`src/rtl/present_pkg.sv`:
```
// Shared PRESENT-80 constants: S-box table, round count and the bit permutation.
package present_pkg;

  localparam int unsigned PRESENT_ROUNDS = 31;

  localparam logic [3:0] PRESENT_SBOX [16] = '{
    4'hC, 4'h5, 4'h6, 4'hB, 4'h9, 4'h0, 4'hA, 4'hD,
    4'h3, 4'hE, 4'hF, 4'h8, 4'h4, 4'h7, 4'h1, 4'h2
  };

  // Bit i lands at (16*i) mod 63; bit 63 is a fixed point.
  function automatic logic [63:0] p_layer(input logic [63:0] s);
    logic [63:0] p;
    p = '0;
    for (int unsigned i = 0; i < 63; i++) begin
      p[6'((16 * i) % 63)] = s[6'(i)];
    end
    p[63] = s[63];
    return p;
  endfunction

endpackage

```
`src/rtl/present_sbox.sv`:
```
// Single 4-bit PRESENT S-box, purely combinational.
module present_sbox
  import present_pkg::*;
(
  input  logic [3:0] x,
  output logic [3:0] y
);

  assign y = PRESENT_SBOX[x];

endmodule

```
`src/rtl/present_cyt.sv`:
```
// Iterative PRESENT-80 encryptor: one round per clock, final key whitening on edge 32.
module present_cyt
  import present_pkg::*;
(
  input  logic        clk,
  input  logic        reset,
  input  logic [63:0] plaintext,
  input  logic [79:0] key,
  output logic [63:0] cyphertext
);

  logic [63:0] state;
  logic [79:0] kreg;
  logic [5:0]  rnd;

  logic [63:0] mixed;
  logic [63:0] subbed;
  logic [63:0] state_next;
  logic [79:0] krot;
  logic [3:0]  ktop;
  logic [79:0] kreg_next;
  logic        in_round;

  assign mixed = state ^ kreg[79:16];

  for (genvar n = 0; n < 16; n++) begin : g_sbox
    present_sbox u_sbox (
      .x (mixed[4*n +: 4]),
      .y (subbed[4*n +: 4])
    );
  end

  assign state_next = p_layer(subbed);

  assign krot = {kreg[18:0], kreg[79:19]};

  present_sbox u_ksbox (
    .x (krot[79:76]),
    .y (ktop)
  );

  assign kreg_next = {ktop, krot[75:20], krot[19:15] ^ rnd[4:0], krot[14:0]};

  assign in_round = (rnd >= 6'd1) && (rnd <= 6'(PRESENT_ROUNDS));

  // rnd==33 is the idle state: no branch fires, so every register holds.
  always_ff @(posedge clk) begin
    if (!reset) begin
      state      <= plaintext;
      kreg       <= key;
      rnd        <= 6'd1;
      cyphertext <= '0;
    end else if (in_round) begin
      state <= state_next;
      kreg  <= kreg_next;
      rnd   <= rnd + 6'd1;
    end else if (rnd == 6'(PRESENT_ROUNDS + 1)) begin
      cyphertext <= mixed;
      rnd        <= rnd + 6'd1;
    end
  end

endmodule

```
`config.mk`:
```
export PLATFORM = sky130hd
export DESIGN_NAME = present_cyt
export DESIGN_NICKNAME = d
export VERILOG_FILES = /design/src/rtl/present_pkg.sv /design/src/rtl/present_sbox.sv /design/src/rtl/present_cyt.sv
export SDC_FILE = /design/constraint.sdc
export NUM_CORES = 1
export LEC_CHECK = 0
export ABC_AREA = 1
export BUFFER_PORTS_ARGS = -buffer_cell sky130_fd_sc_hd__clkbuf_2
export CAP_MARGIN = 20
export CORE_UTILIZATION = 40
export CTS_BUF_LIST = sky130_fd_sc_hd__clkbuf_16
export CTS_CLUSTER_DIAMETER = 50
export CTS_CLUSTER_SIZE = 12
export DETAILED_ROUTE_END_ITERATION = 8
export GPL_ROUTABILITY_DRIVEN = 0
export PLACE_DENSITY = 0.71
export SYNTH_ARGS = -nofsm -noshare
export SYNTH_HDL_FRONTEND = slang
export SYNTH_HIERARCHICAL = 1
export SYNTH_SLANG_ARGS = --single-unit
```
`constraint.sdc`:
```
create_clock -name clk -period 7 [get_ports clk]
set_clock_uncertainty 0.1 [all_clocks]
set_input_delay 1.4 -clock clk [delete_from_list [all_inputs] [get_ports clk]]
set_output_delay 1.4 -clock clk [all_outputs]
set_load 0.01 [all_outputs]
```
Word-level counts from Yosys, hierarchy flattened

Memories as Yosys holds them, arrays and structs flattened.
Cells that the tools add are included.

Output and inout port bits: 64
Word-level logic and storage cells: 106
Bits of input ports: 146
Register bits: 214
Memories: 17
Bits in read-only memories: 1,088

Memories:

| name             | words | width | rd ports | clocked after memory_dff | write ports | line              | source |
|---|---|---|---|---|---|---|---|
| (name not given) | 16    | 4     | 1        | 0                        | 0           | present_sbox.sv:9 | `assign y = PRESENT_SBOX[x];` |
| (name not given) | 16    | 4     | 1        | 0                        | 0           | present_sbox.sv:9 |  |
| (name not given) | 16    | 4     | 1        | 0                        | 0           | present_sbox.sv:9 |  |
| (name not given) | 16    | 4     | 1        | 0                        | 0           | present_sbox.sv:9 |  |
| (name not given) | 16    | 4     | 1        | 0                        | 0           | present_sbox.sv:9 |  |
| (name not given) | 16    | 4     | 1        | 0                        | 0           | present_sbox.sv:9 |  |
| +11 memories     | --    | --    | --       | --                       | --          | --                |  |

Bitwise logic cells: 20
Equal/unequal tests: 2
Multiplexer cells: 40
Reductions and logical operators: 3
$lt $le $gt $ge: 19
$add $sub $neg: 1

Operators by type and width:

| kind                                                            | count |
|---|---|
| two-way mux 80 bit                                              | 2 |
| two-way mux 4 bit                                               | 34 |
| two-way mux 64 bit                                              | 2 |
| >= comparator 5 bit (second input constant)                     | 17 |
| inverter 4 -> 5 bit                                             | 17 |
| XOR 64 bit                                                      | 1 |
| two-way mux 6 bit                                               | 2 |
| adder 6 x 1 -> 6 bit (second input constant)                    | 1 |
| equality test 6 bit (second input constant)                     | 1 |
| >= comparator 6 x 1 -> 1 bit (second input constant)            | 1 |
| less-or-equal comparator 6 x 5 -> 1 bit (second input constant) | 1 |
| XOR 5 bit                                                       | 1 |
| inequality test 2 x 1 -> 1 bit (second input constant)          | 1 |
| AND reduction 2 bit                                             | 1 |
| nonzero test 2 bit                                              | 1 |
| logical AND 1 bit                                               | 1 |
| inverter 1 bit                                                  | 1 |

Logic depth before layout (Yosys ltp)

Depth in word-level cells: 7
Gate-level depth with buffers: 10

By module

The synthesis kept the hierarchy.

Modules (own cells, without submodules):

| module                               | area each (um2) | cells an instance | seq. area each (um2) | times used |
|---|---|---|---|---|
| present_cyt                          | 9,614.2         | 998               | 5,725.5              | 1 |
| present_sbox (g_sbox[11].u_sbox ...) | 216.5           | 41                | 0.0                  | 15 |
| present_sbox (g_sbox[0].u_sbox)      | 221.5           | 41                | 0.0                  | 1 |
| present_sbox (g_sbox[10].u_sbox)     | 212.7           | 39                | 0.0                  | 1 |

Worst setup path before layout

No wires, ideal clock.

Path kind: input to register
Start: input reset
End: register kreg[0], enable pin
Cell stages on the path: 3
Slack: 1,438 ps
Setup time: 1,220 ps
Data arrival time: 4,242 ps
Buffers on the path: 2
Data required time: 5,680 ps
Path through: clkbuf_1 > clkbuf_1 > nand2_1

Cells in the longest elaborated chain, start to end: 1

RTL lines:

| what                                            | line              | source |
|---|---|---|
| start: declaration                              | present_cyt.sv:6  | `input logic reset,` |
| inequality test 2 x 1 -> 1 bit (no source line) | --                |  |
| end signal: assignment                          | present_cyt.sv:50 | `kreg <= key;` |
| end signal: assignment                          | present_cyt.sv:55 | `kreg <= kreg_next;` |
| end: declaration                                | present_cyt.sv:13 | `logic [79:0] kreg;` |

Every way passes these cells.
A chain may end at the register's enable or synchronous reset.

Worst setup path after layout

Start: input reset
End: register kreg[5], enable pin

The elaborated chain is that of the path after synthesis.

==> results.json <==
{
  "yosysTopAreaCell": "edfxtp_1",
  "final_cell_mix": "nand2_1, clkbuf_2, inv_1",
  "yosysUniqueCellTypes": 27,
  "grt_overflow": 0,
  "ys_top_cells_by_area": "edfxtp_1, nand2_1, dfxtp_1",
  "cts_tree": "built",
  "netlist_instances": 1693,
  "routed_wl_mm": 36.6,
  "r2r_slack_ns": 3.68,
  "tightest_slew_ns": 1.07,
  "cts_buffer_depth": 3,
  "powerDensity_nw_per_um2": 469,
  "final_nets": 2099,
  "ys_ff_latch": 214,
  "cp-end-kind": "register",
  "num_vias": 11400,
  "r2r_start": "rnd[0]",
  "synth_area_sq_um": 13300,
  "reg2regPathDepth": 8,
  "worstSetupPathType": "input pin to register",
  "ioPinCount": 210,
  "drcViolationCount": 0,
  "holdCritStartpoint": "cyphertext[5]",
  "status": "complete, no violations",
  "avgViaCountPerCell": 4.91,
  "wl_per_cell_um": 15.7,
  "maxCapViolations": 0,
  "layout_commonest_cell": "nand2_1",
  "r2r-end": "kreg[5]",
  "yosys_warnings": 6,
  "startpoint_type": "input pin",
  "fmax_mhz": 285,
  "root_buffer": "clkbuf_16",
  "drt-initial-drc-count": 960,
  "worst_hold_path_type": "register to register",
  "nFillCells": 3130,
  "grt_pass1_vias": 10500,
  "grt_first_pass_wirelength_mm": 55.0,
  "path_clk_slew_ns": 0.06,
  "max-slew-margin-rel_pct": 29.0,
  "min_to": "cyphertext[5]",
  "antenna_found_initial": 0,
  "cp_max_fo": 74,
  "syn2layout_area_growth_pct": 15.3,
  "min_path_cells": 2,
  "postCtsSetupRepairBufs": 0,
  "fin_setup_tns_ns": 0,
  "cp_data_arrival_time_ns": 3.56,
  "setup_violations": 0,
  "htreeDepth": 1,
  "syn_nets": 1928,
  "hold_buffers": 0,
  "drt-pass1-iter-count": 6,
  "core-area_sq_um": 32600,
  "drv_slew": 0,
  "cp_data_required_time_ns": 7.06,
  "row_count": 66,
  "io_buffers": 209,
  "rsz0062_at_grt": "no",
  "cts_made_buffers": 28,
  "grt_use_total_pct": 21.1,
  "pre_cts_ws_ns": 2.99,
  "ant_nets": 0,
  "netlist.area_leader.share_pct": 32.5,
  "start_util_pct": 40.8,
  "grt_max_degree": 129,
  "dp_hpwl_mm": 27.5,
  "clock_latency_ns": 0.54,
  "postSynthAreaPerCell_sq_um": 7.85,
  "power.leakage_nw": 7.81,
  "cts_resized": 0,
  "seq_area_frac_synth_pct": 43.1,
  "post-route-min-period_ns": 3.50,
  "fin_crit_sh_pct": 50.1,
  "diodes": 0,
  "ir_drop_v": 0.000258,
  "die_x_um": 184,
  "finalHoldViolCount": 0,
  "cts.sinks": 214,
  "layout-drive-gt1-share_pct": 17.9,
  "die_y_um": 184,
  "worst_slack_ns": 3.50,
  "die_area_sq_um": 34000
}
through the flow:
stage / instances / area [sq um] / power (W) / util (%) / hold WS (ns)
2_1_floorplan: 1693 / 13300 / 0.00495 / - / 0.367
3_3_place_gp: 2276 / 14500 / 0.00567 / 44.4 / 0.338
3_5_place_dp: 2276 / 14500 / 0.00582 / 44.4 / 0.339
4_1_cts: 2327 / 15300 / 0.00716 / 47.0 / 0.348
5_1_grt: 2327 / 15300 / 0.00781 / 47.0 / 0.359
6_report: 2327 / 15300 / 0.00719 / 47.0 / 0.346
cell usage after synthesis:
cell type	instances
nor2_1	49
o21ai_0	21
a211oi_2	44
xor2_1	65
o21ai_1	34
xnor2_1	6
nor2_4	1
a211oi_1	4
buf_2	14
buf_6	23
nand4_4	1
nand3_1	92
a21oi_1	22
dfxtp_1	70
nand3_2	1
clkbuf_1	31
inv_1	188
buf_1	4
nand2_1	753
inv_2	17
nand2_2	1
nand4_1	1
edfxtp_1	144
ha_1	89
and3_1	1
inv_4	1
nor2_2	16
cell families (layout without fill, tap and decap cells):
| logic type | count (synthesis) | in the layout | synth area share [%] |
|---|---|---|---|
| DFF | 214 | 214 | 43.1 |
| buffers and inverters | 278 | 470 | 9.30 |
| xor gates and xnor gates | 71 | 71 | 4.68 |
| and+or+nand+nor | 916 | 916 | 27.3 |
| AOI/OAI and AO/OA | 125 | 125 | 7.27 |
| adders and majority gates | 89 | 89 | 8.38 |
report_power, final:
| group | leakage, nW | internal, W | switching [W] | total [W] |
|---|---|---|---|---|
| combinational | 5.25 | 0.00121 | 0.00261 | 0.00381 |
| clock | 0.438 | 0.000757 | 0.000569 | 0.00133 |
| sequential | 2.13 | 0.00181 | 0.000241 | 0.00205 |
state kept, by name, indices dropped and copies added, names as in the netlist:
| register | count |
|---|---|
| cyphertext | 64 |
| kreg | 80 |
| rnd | 6 |
| state | 64 |
per-layer routing:
layer,wire (um),track usage (%),vias to the layer above
met3,2700,2.75,67
met2,17000,34.8,443
met4,1340,8.23,0
met5,0,0,-
li1,-,-,5644
met1,15600,28.1,5260
layout make-up:
cell class              count  area [sq um]  area share (%)
clock buffers              29           726            4.73
clock inverters            22           129           0.840
inverters                 206           781            5.09
multi-input cells        1201          6340            41.4
flip-flops and latches    214          5730            37.3
well taps                 442           553            3.61
repair buffers            213          1080            7.03
critical path: stages:
cell     delay, ns
buf_4         0.32
nand2_4       0.83
buf_4         0.84
how the worst max path moves through the flow:
stage                     startpoint         to  slack [ns]  cells after the start
final                          reset    kreg[5]        3.50                      3
after global routing           reset  state[44]        3.40                      3
after CTS                      reset    kreg[5]        3.55                      3
after detailed placement       reset   kreg[10]        2.99                      3
after global placement         reset  state[54]        3.01                      3
after floorplan                reset    kreg[0]        1.44                      3
No activity file was read; power rests on OpenSTA's default activity.
